[src/rtl/inst_loader_pkg.sv]
// inst_loader_pkg: shared states and frame constants for the instruction loader.
package inst_loader_pkg;
  typedef enum logic [2:0] {IDLE, HDR_HI, HDR_LO, DATA, CSUM, DONE, ERROR} state_t;
  localparam int HDR_BYTES = 2;
  localparam int BYTES_PER_WORD = 4;
  localparam int CSUM_WIDTH = 8;
endpackage

[src/rtl/inst_loader_if.sv]
// inst_loader_if: byte stream handshake plus instruction RAM write port.
interface inst_loader_if;
  logic [7:0] byte_in;
  logic byte_valid;
  logic byte_ready;
  logic mem_we;
  logic [31:0] mem_addr;
  logic [31:0] mem_wdata;
  modport master (input byte_in, byte_valid, output byte_ready, mem_we, mem_addr, mem_wdata);
  modport slave (output byte_in, byte_valid, input byte_ready, mem_we, mem_addr, mem_wdata);
endinterface

[src/rtl/inst_word_packer.sv]
// inst_word_packer: packs accepted bytes MSB-first into words, pulsing word_valid_o on the last byte.
module inst_word_packer import inst_loader_pkg::*; (
  input  logic clock,
  input  logic reset,
  input  logic clear_i,
  input  logic accept_i,
  input  logic [7:0] byte_i,
  output logic [31:0] word_o,
  output logic word_valid_o
);
  logic [1:0] phase_q;
  logic [23:0] pack_q;
  // The final byte is merged combinationally so the word is ready on the accepting edge.
  assign word_o = {pack_q, byte_i};
  assign word_valid_o = accept_i && phase_q == 2'(BYTES_PER_WORD - 1);
  always_ff @(posedge clock) begin
    if (reset || clear_i) begin
      phase_q <= '0;
      pack_q <= '0;
    end else if (accept_i) begin
      phase_q <= phase_q + 2'd1;
      pack_q <= word_o[23:0];
    end
  end
endmodule

[src/rtl/inst_loader.sv]
// inst_loader: parses a counted, checksummed byte frame and writes it into instruction RAM,
// holding the CPU until a load completes with a good checksum.
module inst_loader import inst_loader_pkg::*; #(
  parameter int ADDR_WIDTH = 8
) (
  input  logic clock,
  input  logic reset,
  input  logic start,
  inst_loader_if.master bus,
  output logic cpu_hold,
  output logic done,
  output logic error
);
  localparam logic [16:0] CAP = 17'(1) << ADDR_WIDTH;
  state_t state_q, state_d;
  logic [15:0] count_q, count_d;
  logic [ADDR_WIDTH:0] idx_q, idx_d;
  logic [CSUM_WIDTH-1:0] sum_q, sum_d;
  logic done_q, done_d, error_q, error_d, hold_q, hold_d;
  logic ready_q, we_q, start_ok, acc, word_valid;
  logic [31:0] word, addr_q, wdata_q;
  assign acc = bus.byte_valid && ready_q;
  assign bus.byte_ready = ready_q;
  assign bus.mem_we = we_q;
  assign bus.mem_addr = addr_q;
  assign bus.mem_wdata = wdata_q;
  assign cpu_hold = hold_q;
  assign done = done_q;
  assign error = error_q;
  inst_word_packer u_packer (
    .clock(clock),
    .reset(reset),
    .clear_i(start_ok),
    .accept_i(acc && state_q == DATA),
    .byte_i(bus.byte_in),
    .word_o(word),
    .word_valid_o(word_valid)
  );
  always_comb begin
    state_d = state_q;
    count_d = count_q;
    idx_d = idx_q;
    sum_d = sum_q;
    done_d = done_q;
    error_d = error_q;
    hold_d = hold_q;
    start_ok = 1'b0;
    case (state_q)
      IDLE, DONE, ERROR: if (start) begin
        start_ok = 1'b1;
        state_d = HDR_HI;
        count_d = '0;
        idx_d = '0;
        sum_d = '0;
        done_d = 1'b0;
        error_d = 1'b0;
        hold_d = 1'b1;
      end
      HDR_HI: if (acc) begin
        count_d[15:8] = bus.byte_in;
        sum_d = sum_q + bus.byte_in;
        state_d = HDR_LO;
      end
      HDR_LO: if (acc) begin
        count_d[7:0] = bus.byte_in;
        sum_d = sum_q + bus.byte_in;
        error_d = {1'b0, count_d} > CAP;
        state_d = error_d ? ERROR : count_d == 16'd0 ? CSUM : DATA;
      end
      DATA: if (acc) begin
        sum_d = sum_q + bus.byte_in;
        idx_d = word_valid ? idx_q + 1'b1 : idx_q;
        state_d = word_valid && 16'(idx_d) == count_q ? CSUM : DATA;
      end
      CSUM: if (acc) begin
        done_d = bus.byte_in == sum_q;
        error_d = !done_d;
        hold_d = !done_d;
        state_d = done_d ? DONE : ERROR;
      end
      default: state_d = IDLE;
    endcase
  end
  always_ff @(posedge clock) begin
    if (reset) begin
      state_q <= IDLE;
      count_q <= '0;
      idx_q <= '0;
      sum_q <= '0;
      done_q <= 1'b0;
      error_q <= 1'b0;
      hold_q <= 1'b0;
      ready_q <= 1'b0;
      we_q <= 1'b0;
      addr_q <= '0;
      wdata_q <= '0;
    end else begin
      state_q <= state_d;
      count_q <= count_d;
      idx_q <= idx_d;
      sum_q <= sum_d;
      done_q <= done_d;
      error_q <= error_d;
      hold_q <= hold_d;
      ready_q <= state_d inside {HDR_HI, HDR_LO, DATA, CSUM};
      we_q <= word_valid;
      if (word_valid) begin
        addr_q <= 32'({idx_q, 2'b00});
        wdata_q <= word;
      end
    end
  end
endmodule

[src/flat_wrapper.sv]
// flat-port wrapper written by rule: the top's interface ports become plain ports
module inst_loader_flat import inst_loader_pkg::*;
#(
  parameter int ADDR_WIDTH = 8
)
  (clock, reset, start, cpu_hold, done, error, bus_byte_in, bus_byte_valid, bus_byte_ready, bus_mem_we, bus_mem_addr, bus_mem_wdata);
  inst_loader_if bus_i ();
  input  logic clock;
  input  logic reset;
  input  logic start;
  output logic cpu_hold;
  output logic done;
  output logic error;
  input wire logic [$bits(bus_i.byte_in)-1:0] bus_byte_in;
  input wire logic [$bits(bus_i.byte_valid)-1:0] bus_byte_valid;
  output wire logic [$bits(bus_i.byte_ready)-1:0] bus_byte_ready;
  output wire logic [$bits(bus_i.mem_we)-1:0] bus_mem_we;
  output wire logic [$bits(bus_i.mem_addr)-1:0] bus_mem_addr;
  output wire logic [$bits(bus_i.mem_wdata)-1:0] bus_mem_wdata;
  assign bus_i.byte_in = bus_byte_in;
  assign bus_i.byte_valid = bus_byte_valid;
  assign bus_byte_ready = bus_i.byte_ready;
  assign bus_mem_we = bus_i.mem_we;
  assign bus_mem_addr = bus_i.mem_addr;
  assign bus_mem_wdata = bus_i.mem_wdata;
  inst_loader #(.ADDR_WIDTH(ADDR_WIDTH)) u_core (.clock(clock), .reset(reset), .start(start), .bus(bus_i), .cpu_hold(cpu_hold), .done(done), .error(error));
endmodule
[config.mk]
export PLATFORM = sky130hd
export DESIGN_NAME = inst_loader_flat
export DESIGN_NICKNAME = d
export VERILOG_FILES = /design/src/rtl/inst_loader_pkg.sv /design/src/rtl/inst_loader_if.sv /design/src/rtl/inst_word_packer.sv /design/src/rtl/inst_loader.sv /design/src/flat_wrapper.sv
export SDC_FILE = /design/constraint.sdc
export NUM_CORES = 1
export LEC_CHECK = 0
export CAP_MARGIN = 20
export CORE_UTILIZATION = 48
export CTS_CLUSTER_DIAMETER = 200
export DETAILED_ROUTE_END_ITERATION = 8
export PLACE_DENSITY = 0.76
export REMOVE_ABC_BUFFERS = 1
export SETUP_SLACK_MARGIN = 0.5
export SKIP_CTS_REPAIR_TIMING = 1
export SLEW_MARGIN = 20
export SYNTH_ARGS = -nofsm -noshare
export SYNTH_HDL_FRONTEND = slang
export SYNTH_SLANG_ARGS = --single-unit
[constraint.sdc]
create_clock -name clock -period 2 [get_ports clock]
set_input_delay 0.3 -clock clock [delete_from_list [all_inputs] [get_ports clock]]
set_output_delay 0.3 -clock clock [all_outputs]
set_load 0.03 [all_outputs]
## Word level (Yosys, flattened, before mapping)

Cells that the tools add are included.

| word-level totals | value |
|---|---|
| word-level logic and storage cells | 91 |
| output and inout bits | 69 |
| register bits after elaboration | 108 |
| input port bits | 12 |

| cells by class | value |
|---|---|
| multiplexer cells | 31 |
| $lt $le $gt $ge | 1 |
| reduce and logical (&&, ||, !) cells | 23 |
| eq/ne operators | 19 |
| add/sub/neg operators | 3 |

Operators by type and width:

| cell | count |
|---|---|
| $pmux 8 s2 | 3 |
| $mux 9 | 3 |
| $mux 3 | 8 |
| $mux 8 | 3 |
| $pmux 9 s2 | 1 |
| $eq 9x16->1 | 1 |
| $gt 16x9->1 const B | 1 |
| $logic_not 16->1 | 1 |
| $mux 16 | 1 |
| $pmux 3 s5 | 1 |
| $reduce_and 3->1 | 5 |
| $eq 3x2->1 const B | 4 |
| $eq 3x3->1 const B | 4 |
| $ne 2x1->1 const B | 5 |
| $reduce_bool 2->1 | 5 |
| $add 9x1->9 const B | 1 |
| $add 8x8->8 | 1 |
| $eq 8x8->1 | 1 |
| $mux 1 | 7 |
| $eq 3x1->1 const B | 2 |
| $reduce_or 3->1 | 2 |
| $logic_and 1x1->1 | 4 |
| $pmux 1 s2 | 2 |
| $reduce_and 4->1 | 1 |
| other kinds (10) | 10 |

## Logic depth before layout (Yosys ltp)

| depth | value |
|---|---|
| depth after elaboration | 11 |
| mapped depth | 9 |
| mapped depth without buffers | 9 |

## Hierarchy

Synthesis repeated with hierarchy kept, for this count alone.

| second synthesis, totals | value |
|---|---|
| cell total of the unflattened synthesis | 572 |
| area, all modules | 5177.5 sq um |

Modules (own cells, without submodules):

| module | times used | area an instance (sq um) | cells each | sequential area each (sq um) |
|---|---|---|---|---|
| inst_loader | 1 | 4137.7 | 477 | 1641.6 |
| inst_word_packer | 1 | 1039.7 | 95 | 520.5 |

## Least setup slack after synthesis

Ideal clock, no wire load.

| path | value |
|---|---|
| kind | register -> register |
| start point | register u_core.ready_q, in the netlist u_core.bus.byte_ready |
| end point | register u_core.state_q[0] |
| clock period less this slack | 2.115 ns |
| required time | 1.868 ns |
| library setup time | 0.132 ns |
| stages on the path, launching flop included | 7 |
| buffers on the path | 0 |
| slack | -0.115 ns |
| data arrival time | 1.982 ns |
| cell sequence | dfxtp_1 nand4b_1 nor2_1 o211ai_1 a41o_1 o31ai_1 a21oi_1 |

| on the way | value |
|---|---|
| cells in the longest elaborated chain, start to end | 9 |
| elaborated cells between the ends (all ways) | 12 |
| classes of those cells | eq/ne (1); mux (7); reduce/logical (4) |

RTL lines:

| what | line | source |
|---|---|---|
| start, declared | inst_loader.sv:20 | `logic ready_q, we_q, start_ok, acc, word_valid;` |
| start signal, assigned | inst_loader.sv:105 | `ready_q <= state_d inside {HDR_HI, HDR_LO, DATA, CSUM};` |
| $logic_and 1x1->1 * | inst_loader.sv:22 | `assign acc = bus.byte_valid && ready_q;` |
| $logic_and 1x1->1 | inst_loader.sv:34 | `.accept_i(acc && state_q == DATA),` |
| $logic_and 1x1->1 | inst_word_packer.sv:15 | `assign word_valid_o = accept_i && phase_q == 2'(BYTES_PER_WORD - 1);` |
| $mux 9 | inst_loader.sv:72 | `idx_d = word_valid ? idx_q + 1'b1 : idx_q;` |
| $eq 9x16->1 | inst_loader.sv:73 | `state_d = word_valid && 16'(idx_d) == count_q ? CSUM : DATA;` |
| $logic_and 1x1->1 | inst_loader.sv:73 |  |
| $mux 3 | inst_loader.sv:73 |  |
| $mux 3 | inst_loader.sv:70 | `DATA: if (acc) begin` |
| $pmux 3 s5 * | inst_loader.sv:48 | `case (state_q)` |
| end signal, assigned | inst_loader.sv:98 | `state_q <= state_d;` |
| end, declared | inst_loader.sv:15 | `state_t state_q, state_d;` |

Mark *: on every way between the ends. The rest lies on a longest branch, timed or not.
A chain may end at the register's enable or synchronous reset.

## Final worst setup path

| path | value |
|---|---|
| start point | register u_core.count_q[15] |
| end point | register u_core.state_q[1] |

| on the way | value |
|---|---|
| cells in the longest elaborated chain, start to end | 5 |
| elaborated cells between the ends (all ways) | 10 |
| classes of those cells | order compare (1); eq/ne (1); mux (6); reduce/logical (2) |

RTL lines:

| what | line | source |
|---|---|---|
| start, declared | inst_loader.sv:16 | `logic [15:0] count_q, count_d;` |
| start signal, assigned | inst_loader.sv:99 | `count_q <= count_d;` |
| branches (longest 4 deep; another with $gt 16x9->1) | n/a |  |
| $pmux 3 s5 * | inst_loader.sv:48 |  |

Mark *: on every way between the ends.

==> results_dict.tcl <==
set metrics [dict create \
    port_buffers 57 \
    clkSinkCount 108 \
    clk_path_buf_depth 2 \
    worstPathRequired_ps 2250 \
    setup_violations 4 \
    synthTopCellsByCount "151 x nand2_1, 108 x dfxtp_1, 81 x a21oi_1" \
    hp-class "input port to flop" \
    static-leakage-power_uw 0.003382 \
    met3_length_um 638 \
    core_region_area_um2 9910 \
    initial_core_util 0.5010 \
    drv_cap 0 \
    wl_mm 13.67 \
    drt_iter0_markers 279 \
    synthArstFlopShare 0 \
    fin_crit_ps 2204 \
    syn_to_final_growth_pct 37.70 \
    grt_pass1_vias 4393 \
    grt_setup_unrepaired "yes" \
    crit_arrival_ps 2450 \
    critical_path.cell_chain "or4_4 -> or4_4 -> a31oi_1 -> nand4_1 -> o31ai_2 -> a21oi_1" \
    synth_cell_type_count 53 \
    dieArea_um2 10750 \
    ctsRootBufferMaster "clkbuf_8" \
    num-nets-final 747 \
    firstDrtPassIters 5 \
    max_freq_mhz 453.8 \
    grt_pass1_wl_mm 20.43 \
    synth_top_area_cell "dfxtp_1" \
    drc 0 \
    fin_crit_sh 1.102 \
    clk_pin_slew_worst_paths_ps 100 \
    cts_tree "yes" \
    synth-seq-area-share 0.4355 \
    overflow 0 \
    rows 36 \
    endpoint_kind "flop" \
    final_cells 863 \
    critPathBufInv 0 \
    clock_latency_ps 370 \
    placed_cells 837 \
    tns_ps -716.9 \
    dr_wl_met2_mm 6.961 \
    synth_area_leaders "dfxtp_1 44%, nand2_1 11%, a21oi_1 8.2%" \
    crit_path_frequent_cell "or4_4" \
    synth_edf_count 0 \
    ant_nets 0 \
    via_per_inst 5.504 \
    die-width_um 103.7 \
    die_y_um 103.7 \
    via_count 4750 \
    diodes 0 \
    powerDensity_nw_per_um2 614.3 \
    crit_fanout 2 \
    status "finished with violations" \
    start_kind "flop" \
    synth_top_area_frac 0.4355 \
    violations "negative setup slack" \
    antenna_found_initial 0 \
    drive_gt1_frac 0.2096 \
    slowest_stage "or4_4" \
    skew_ps 11.95 \
    synth_area_um2 4965 \
    hold_viol 0 \
    wirelength_met1_mm 5.603 \
    highest_layer "met4" \
    routabilityCongestion 0.9327 \
    cts_buffers 9 \
    wl_per_cell_um 15.84 \
    yosysMostFrequentCell "nand2_1" \
    htreeDepth 3 \
    peakVddDrop_mv 0.5680 \
    hpwl_mm 8.624 \
    gr-usage-all-layers 0.2287 \
    yosys_warnings 0 \
    crit_type "flop to flop" \
    io_pins 81 \
    ys_seq_elements 108 \
    avgSynthCellArea_um2 7.944 \
    synthFlopType "dfxtp_1" \
    maxSlewViolCount 0 \
    crit_path_max_incr_delay_ps 530 \
    cp_top_family "simple AND/OR/NAND/NOR gates" \
    nFillCells 749 \
    grt_max_degree 51 \
    postSynthCellCount 625 \
    setup_ws_ps -203.8 \
]
layout make-up:
cell class / instances / area (um2) / share of cell area
Multi-Input combinational cell: 468 / 2834 / 0.4145
Sequential cell: 108 / 2175 / 0.3181
Timing Repair Buffer: 131 / 1401 / 0.2050
Tap cell: 133 / 166.4 / 0.02434
Clock buffer: 9 / 123.9 / 0.01812
Clock inverter: 7 / 110.1 / 0.01611
Inverter: 7 / 26.28 / 0.003843
worst register-to-register path, cell delays in order (launching register included):
cell,delay [ps]
dfxtp_2,330
or4_4,530
or4_4,470
a31oi_1,170
nand4_1,180
o31ai_2,300
a21oi_1,120
path summary, 6_finish.rpt:
check,cells past startpoint,from,end,slack (ps)
worst max-delay path,6,u_core.count_q[15],u_core.state_q[1],-200
worst min-delay path,3,reset,u_core.state_q[2],410
worst max register to register,6,u_core.count_q[15],u_core.state_q[1],-200
worst min register to register,2,u_core.bus.mem_addr[2],u_core.bus.mem_addr[2],460
sequential cells by signal, summed over array words and instances (netlist names), 2 cells and up:
| signal | cells |
|---|---|
| u_core.bus.mem_addr | 9 |
| u_core.bus.mem_wdata | 32 |
| u_core.count_q | 16 |
| u_core.idx_q | 9 |
| u_core.state_q | 3 |
| u_core.sum_q | 8 |
| u_core.u_packer.pack_q | 24 |
| u_core.u_packer.phase_q | 2 |
layout by cell type, fill, tap and decap left out, types with 9 or more instances in the layout:
master          synthesis  routed
nand2_1               151     149
dfxtp_1               108     100
a21oi_1                81      77
buf_4                  23      57
dlymetal6s2s_1          0      55
nor2_1                 49      48
conb_1                  1      23
xnor2_1                16      16
mux2i_1                 9       9
o21ai_0                12       9
clkbuf_8                0       9
per-stage QoR:
stage          cell area (um2)  setup WS (ps)  total power [uW]  hold WS (ps)  utilization
2_1_floorplan             4718          -1298              2464         367.9            -
3_3_place_gp              5966         -473.6              2658         440.6       0.6020
3_5_place_dp              5966         -503.3              2670         445.6       0.6020
4_1_cts                   6200         -211.1              4140         404.5       0.6256
5_1_grt                   6837         -248.1              4345         405.2       0.6899
6_report                  6837         -203.8              4200         409.8       0.6899
logic make-up after synthesis:
logic type,after synthesis,synth area share
AOI/OAI and AO/OA,141,0.1724
adders and majority gates,10,0.02671
buffers and inverters,71,0.07157
DFF,108,0.4355
and+or+nand+nor,261,0.2326
xor gates and xnor gates,24,0.04234
muxes,9,0.01815
other,1,0.0007553
report_power, final:
group / switching, uW / internal [uW] / leakage (uW)
combinational: 314 / 211 / 0.00239
clock: 770 / 724 / 0.000113
sequential: 14.5 / 2170 / 0.000875
total: 1100 / 3100 / 0.00338
per-layer routing:
layer | up-vias | GRT usage
met2 | 152 | 0.3984
met4 | 0 | 0.08163
li1 | 2283 | -
met3 | 46 | 0.04657
met1 | 2269 | 0.2793
met5 | - | 0
Power figures use the tool's default switching activity.
